`src/rtl/sum4_arbiter.sv`:
```
// Round-robin arbiter sharing one registered four-operand adder among NREQ requesters.
// Each accepted request takes three cycles: grant, sum, done.
module sum4_arbiter #(
  parameter int NREQ  = 2,
  parameter int WIDTH = 4,
  parameter int IDW   = 3
) (
  input  logic                    clk,
  input  logic                    rst,
  input  logic [NREQ-1:0]         req,
  input  logic [NREQ*4*WIDTH-1:0] opnd,
  output logic [NREQ-1:0]         gnt,
  output logic [IDW-1:0]          gnt_id,
  output logic                    busy,
  output logic                    done,
  output logic [WIDTH+1:0]        res,
  output logic [IDW-1:0]          res_id
);

  typedef enum logic [1:0] {S_IDLE, S_SUM, S_DONE} state_t;

  state_t           state_q, state_d;
  logic [IDW-1:0]   rr_ptr_q, rr_ptr_d;
  logic [NREQ-1:0]  gnt_q, gnt_d;
  logic [IDW-1:0]   gnt_id_q, gnt_id_d;
  logic             busy_q, busy_d;
  logic             done_q, done_d;
  logic [WIDTH+1:0] res_q, res_d;
  logic [IDW-1:0]   res_id_q, res_id_d;
  logic             op_ld;
  logic [WIDTH-1:0] op_a_q, op_b_q, op_c_q, op_d_q;

  logic             win_any;
  logic             hi_found;
  logic [IDW-1:0]   hi_idx, lo_idx, win_id, rr_next;
  logic [NREQ-1:0]  win_oh;
  logic [4*WIDTH-1:0] win_ops;

  function automatic logic [WIDTH+1:0] sum4(input logic [WIDTH-1:0] a,
                                            input logic [WIDTH-1:0] b,
                                            input logic [WIDTH-1:0] c,
                                            input logic [WIDTH-1:0] d);
    return {2'b00, a} + {2'b00, b} + {2'b00, c} + {2'b00, d};
  endfunction

  // Lowest requester at or above rr_ptr wins; otherwise wrap to the lowest overall.
  always_comb begin
    win_any  = 1'b0;
    hi_found = 1'b0;
    hi_idx   = '0;
    lo_idx   = '0;
    for (int i = NREQ - 1; i >= 0; i--) begin
      if (req[i]) begin
        win_any = 1'b1;
        lo_idx  = IDW'(i);
        if (IDW'(i) >= rr_ptr_q) begin
          hi_found = 1'b1;
          hi_idx   = IDW'(i);
        end
      end
    end
    win_id  = hi_found ? hi_idx : lo_idx;
    rr_next = (win_id == IDW'(NREQ - 1)) ? '0 : win_id + IDW'(1);
  end

  always_comb begin
    win_oh  = '0;
    win_ops = '0;
    for (int i = 0; i < NREQ; i++) begin
      if (IDW'(i) == win_id) begin
        win_oh[i] = 1'b1;
        win_ops   = opnd[i*4*WIDTH +: 4*WIDTH];
      end
    end
  end

  always_ff @(posedge clk) begin
    if (rst) begin
      state_q  <= S_IDLE;
      rr_ptr_q <= '0;
      gnt_q    <= '0;
      gnt_id_q <= '0;
      busy_q   <= 1'b0;
      done_q   <= 1'b0;
      res_q    <= '0;
      res_id_q <= '0;
    end else begin
      state_q  <= state_d;
      rr_ptr_q <= rr_ptr_d;
      gnt_q    <= gnt_d;
      gnt_id_q <= gnt_id_d;
      busy_q   <= busy_d;
      done_q   <= done_d;
      res_q    <= res_d;
      res_id_q <= res_id_d;
    end
  end

  // Operand holding registers carry data only, so they need no reset.
  always_ff @(posedge clk) begin
    if (op_ld) begin
      op_a_q <= win_ops[4*WIDTH-1 -: WIDTH];
      op_b_q <= win_ops[3*WIDTH-1 -: WIDTH];
      op_c_q <= win_ops[2*WIDTH-1 -: WIDTH];
      op_d_q <= win_ops[WIDTH-1   -: WIDTH];
    end
  end

  always_comb begin
    state_d = state_q;
    case (state_q)
      S_IDLE:  state_d = win_any ? S_SUM : S_IDLE;
      S_SUM:   state_d = S_DONE;
      S_DONE:  state_d = S_IDLE;
      default: state_d = S_IDLE;
    endcase
  end

  always_comb begin
    gnt_d    = '0;
    gnt_id_d = gnt_id_q;
    busy_d   = busy_q;
    done_d   = 1'b0;
    res_d    = res_q;
    res_id_d = res_id_q;
    rr_ptr_d = rr_ptr_q;
    op_ld    = 1'b0;
    case (state_q)
      S_IDLE: begin
        busy_d = win_any;
        if (win_any) begin
          gnt_d    = win_oh;
          gnt_id_d = win_id;
          rr_ptr_d = rr_next;
          op_ld    = 1'b1;
        end
      end
      S_SUM: begin
        busy_d   = 1'b1;
        done_d   = 1'b1;
        res_d    = sum4(op_a_q, op_b_q, op_c_q, op_d_q);
        res_id_d = gnt_id_q;
      end
      S_DONE: begin
        busy_d = 1'b0;
      end
      default: begin
        busy_d = 1'b0;
      end
    endcase
  end

  assign gnt    = gnt_q;
  assign gnt_id = gnt_id_q;
  assign busy   = busy_q;
  assign done   = done_q;
  assign res    = res_q;
  assign res_id = res_id_q;

endmodule

```
`config.mk`:
```
export PLATFORM = sky130hd
export DESIGN_NAME = sum4_arbiter
export DESIGN_NICKNAME = d
export VERILOG_FILES = /design/src/rtl/sum4_arbiter.sv
export SDC_FILE = /design/constraint.sdc
export NUM_CORES = 1
export LEC_CHECK = 0
export CELL_PAD_IN_SITES_DETAIL_PLACEMENT = 1
export CELL_PAD_IN_SITES_GLOBAL_PLACEMENT = 1
export CORE_MARGIN = 4
export CORE_UTILIZATION = 25
export CTS_CLUSTER_DIAMETER = 100
export DETAILED_ROUTE_END_ITERATION = 10
export GPL_ROUTABILITY_DRIVEN = 0
export PLACE_DENSITY_LB_ADDON = 0.1
export REMOVE_ABC_BUFFERS = 1
export SLEW_MARGIN = 30
export SYNTH_ARGS = -nofsm -noshare
export SYNTH_HDL_FRONTEND = slang
export SYNTH_SLANG_ARGS = --single-unit
```
`constraint.sdc`:
```
create_clock -name clk -period 2.42 [get_ports clk]
set_clock_uncertainty 0.05 [all_clocks]
set_input_delay 0.605 -clock clk [delete_from_list [all_inputs] [get_ports clk]]
set_output_delay 0.605 -clock clk [all_outputs]
set_load 0.02 [all_outputs]
```
* After elaboration in Yosys (flattened, before gate mapping) *
Index checks and enable logic that the tools add are counted.

word-level totals
  bits in registers = 37
  bits of input ports = 36
  output and inout bits = 16
  word-level logic and storage cells = 51

operators by class
  add/sub/neg operators = 4
  magnitude comparators = 2
  equal/unequal tests = 3
  multiplexer cells = 24
  bitwise logic cells = 2
  reductions and logical operators = 4

operator list
  cell                   count
  $mux W16               2
  $mux W1                15
  $mux W3                5
  $add A5 B4 Y6          1
  $add A6 B4 Y6          1
  $ge A1 B3 Y1 const A   2
  $add A4 B4 Y5          1
  $pmux W2 S2            1
  $add A3 B1 Y3 const B  1
  $eq A1 B3 Y1 const A   1
  $eq A3 B1 Y1 const B   1
  $logic_not A3 Y1       1
  $reduce_or A3 Y1       1
  $eq A2 B1 Y1 const B   1
  $logic_not A2 Y1       1
  $not A1 Y1             2
  $pmux W1 S2            1
  $reduce_and A2 Y1      1

* Logic depth before layout (Yosys ltp) *
  depth after elaboration = 9
  depth in mapped cells = 9
  depth with buffers taken out = 9

* Least setup slack after synthesis *
Ideal clock, no wire load.

  kind = reg2reg
  start point = reg op_a_q[1]
  end point = reg res_q[5], in the netlist res[5]
  setup time = 0.121 ns
  arrival time = 2.325 ns
  required time = 2.249 ns
  slack = -0.076 ns
  cell stages (with the launch flop) = 10
  buffers on the path = 0
  period minus slack after synthesis = 2.496 ns
  path through = edfxtp_1 > inv_1 > fa_1 > inv_1 > fa_1 > ha_1 > fa_1 > a21o_1 > a21oi_1 > a21oi_1

on the way
  word-level cells in the longest chain between the ends = 3

RTL lines
  what                    line  source
  start, declared         31    logic [WIDTH-1:0] op_a_q, op_b_q, op_c_q, op_d_q;
  start signal, assigned  102   op_a_q <= win_ops[4*WIDTH-1 -: WIDTH];
  $add A4 B4 Y5           43    return {2'b00, a} + {2'b00, b} + {2'b00, c} + {2'b00, d};
  $add A5 B4 Y6           43
  $add A6 B4 Y6           43
  end signal, assigned    94    res_q <= res_d;
  end, declared           28    logic [WIDTH+1:0] res_q, res_d;

Every way passes these cells.
A chain may end at the register's enable or synchronous reset.

* Final worst setup path *
  start point = reg op_a_q[1]
  end point = reg res_q[3], in the netlist res[3]

Same word-level chain as after synthesis.

==> run metrics <==
status=finished, violations left; failing checks=negative setup slack; Die ar.=7430 um^2; dpl cell area=2110 um^2; hold depth=2; post-route ant nets=0; post-synthesis sequential area ratio=49.8%; slowest stage delay, CP=0.53 ns; power density over cell area=754 nW/um^2; CTS clk-pin slew, worst paths=0.06 ns; Slew Limit Fails=0; Largest delay share family, worst path=adder cells; clk buf depth=2; First-pass DRT Iterations=4; hold wc startpoint=res_id[0]$_SDFFE_PP0P_; Final Worst Setup Slack=-0.102 ns; Tcrit/Tclk final=104%; top-count cell post-synth=inv_1; Reg2Reg Depth=9; DP HPWL=2680 um; fmax=0.397 GHz; Root Buffer=clkbuf_8; top post-synthesis cells by area=edfxtp_1 (31%), dfxtp_1 (18%), mux2_2 (12%); WL/cell=12.3 um; Critical Path Start Type=register; largest area contributor in the netlist=edfxtp_1; worst vdd ir=0.000248 V; worst hold path class=reg2reg; GRT overflow=0; reg2reg start=op_a_q[1]$_DFFE_PP_; diode count=0; CTS sink count=30; Syn Std Cell Area=1530 um^2; ys async rst share=0%; Seq cells post-synth=30; WP depth=9; Total GRT Usage=9.77%; Post-CTS Hold Fix Bufs=0; unrepaired setup endpoints after global routing=true; Nets=235; area grow syn2layout=48.0%; starting density of the core=25.8%; worst-path maximum fanout=2; Syn Inst Count=128; crit end category=register; Power Total=1710 uW; DR vias/cell=4.19; Fin Setup TNS=-0.248 ns; Crit path arrival time=2.68 ns; Initial DRC Count=19; M1 GR Usage=10.9%; FP Rows=28; CP bufs+invs=3; # IOs=52; chip width=86.2 um; Design Area, Final=2260 um^2; Setup-failing EPs final=4; TritonCTS clock tree=built; top_reg_cell synth=edfxtp_1; Final min period=2.52 ns; fraction of layout cells with a size suffix above 1=23.0%; first-pass GRT wire length=5500 um; I/O Buffers=47; antenna violations before repair=0; Netlist cell types=29; largest net degree at the start of global routing=12; worst-skew pair later-pin latency=0.28 ns; Post-synth EDFFs=16; Most Used Layer, Global Route=met2; WHS=0.403 ns; Pleak=0.000920 uW; Crit Path Category=reg2reg; Max-slew headroom=59.6%; most frequent cells after synthesis=inv_1 (18), edfxtp_1 (16), mux2_2 (16); grt met3 use=3.04%; Slew @ Worst Pin=0.605 ns; total CTS buffers=5; syn_area_per_cell=11.9 um^2; DRC viols=0; Worst setup startpoint=op_a_q[1]$_DFFE_PP_; core area=5920 um^2; Fill cells=648; worst-path cell with the longest stage delay=fa_1; M2 GR Usage=16.7%; Final Hold Fails=0; Die H=86.2 um; critical path, cell by cell=inv_2 -> fa_1 -> inv_1 -> fa_1 -> ha_4 -> fa_2 -> buf_4 -> xnor2_2 -> a211oi_2; Yosys top cell area share=31.4%; via count=1099; Setup WS pre-CTS=-0.218 ns; max_cap viols=0; vias in the first global route=1210; Yosys warnings=0; cell repeated most along the worst path=fa_1; Req. time, crit path=2.57 ns; H-tree depth=2; Routed WL=3220 um
## final cells by class
class	instances	area, um^2	share of cell area [%]
Sequential cell	30	761	33.6
Tap cell	75	93.8	4.15
Multi-Input combinational cell	75	692	30.6
Inverter	18	67.6	2.99
Timing Repair Buffer	56	538	23.8
Clock buffer	8	110	4.87
## cell families (layout without fill, tap and decap cells)
| group | count (synthesis) | after routing | synth area share [%] |
|---|---|---|---|
| buf+inv | 26 | 82 | 8.10 |
| compound gates | 16 | 16 | 6.47 |
| mux | 16 | 16 | 11.8 |
| flops | 30 | 30 | 49.8 |
| other cells | 1 | 4 | 0.245 |
| simple gates | 25 | 25 | 8.51 |
| fa+ha+maj | 13 | 13 | 14.6 |
| xor+xnor | 1 | 1 | 0.573 |
## through the flow
| stage | utilization (%) | std cells |
|---|---|---|
| 5_1_grt | 38.2 | 262 |
| 6_report | 38.2 | 262 |
| 2_1_floorplan | - | 123 |
| 3_3_place_gp | 35.6 | 252 |
| 4_1_cts | 37.6 | 261 |
| 3_5_place_dp | 35.6 | 252 |
## registers in the layout (all words and copies together), names as in the netlist
name and cells:
res 6, gnt 2, busy 1, op_c_q 4, state_q 1, done 1
op_d_q 4, op_a_q 4, rr_ptr_q 1, op_b_q 4, res_id 1, gnt_id 1
## cell usage in the layout (no fill, tap or decap)
cell	n
a2111o_1	1
a211oi_2	1
a21o_1	1
a21oi_1	8
a21oi_2	1
buf_4	9
clkbuf_8	8
clkdlybuf4s50_1	47
conb_1	4
dfxtp_1	14
edfxtp_1	16
fa_1	7
fa_2	1
ha_1	4
ha_4	1
inv_1	17
inv_2	1
mux2_2	16
nand2_1	8
nand2_2	1
nand2b_1	1
nand2b_4	1
nand3_1	4
nand4_1	1
nor2_1	5
nor2b_1	2
nor3_2	1
o211a_1	1
o21ai_0	2
o31ai_1	1
or4_4	1
xnor2_2	1
## routing by layer
metal / vias up / routed length, um
li1: 541 / -
met1: 518 / 1290
met2: 32 / 1650
met3: 8 / 206
met4: 0 / 73
met5: - / 0
## worst min-delay path, cell delays in order, from the launching register on
cell     delay, ns
dfxtp_1       0.31
nand2_1       0.05
a21oi_1       0.05
## power breakdown
group,internal (uW),total (uW),switching (uW)
clock,287,467,181
sequential,606,634,28.0
combinational,326,604,279
## final timing paths
kind,slack (ns),end
max,-0.10,res[3]$_SDFFE_PP0P_
min,0.40,res_id[0]$_SDFFE_PP0P_
max reg2reg,-0.10,res[3]$_SDFFE_PP0P_
min reg2reg,0.40,res_id[0]$_SDFFE_PP0P_
## what timing repair did
| action | 4_1_cts | 5_1_grt |
|---|---|---|
| pin swaps | 4 | 2 |
| buffers inserted | 1 | 1 |
| setup endpoints to repair | 4 | 4 |
| resized for setup | 2 | 5 |
Power figures use the tool's default switching activity.
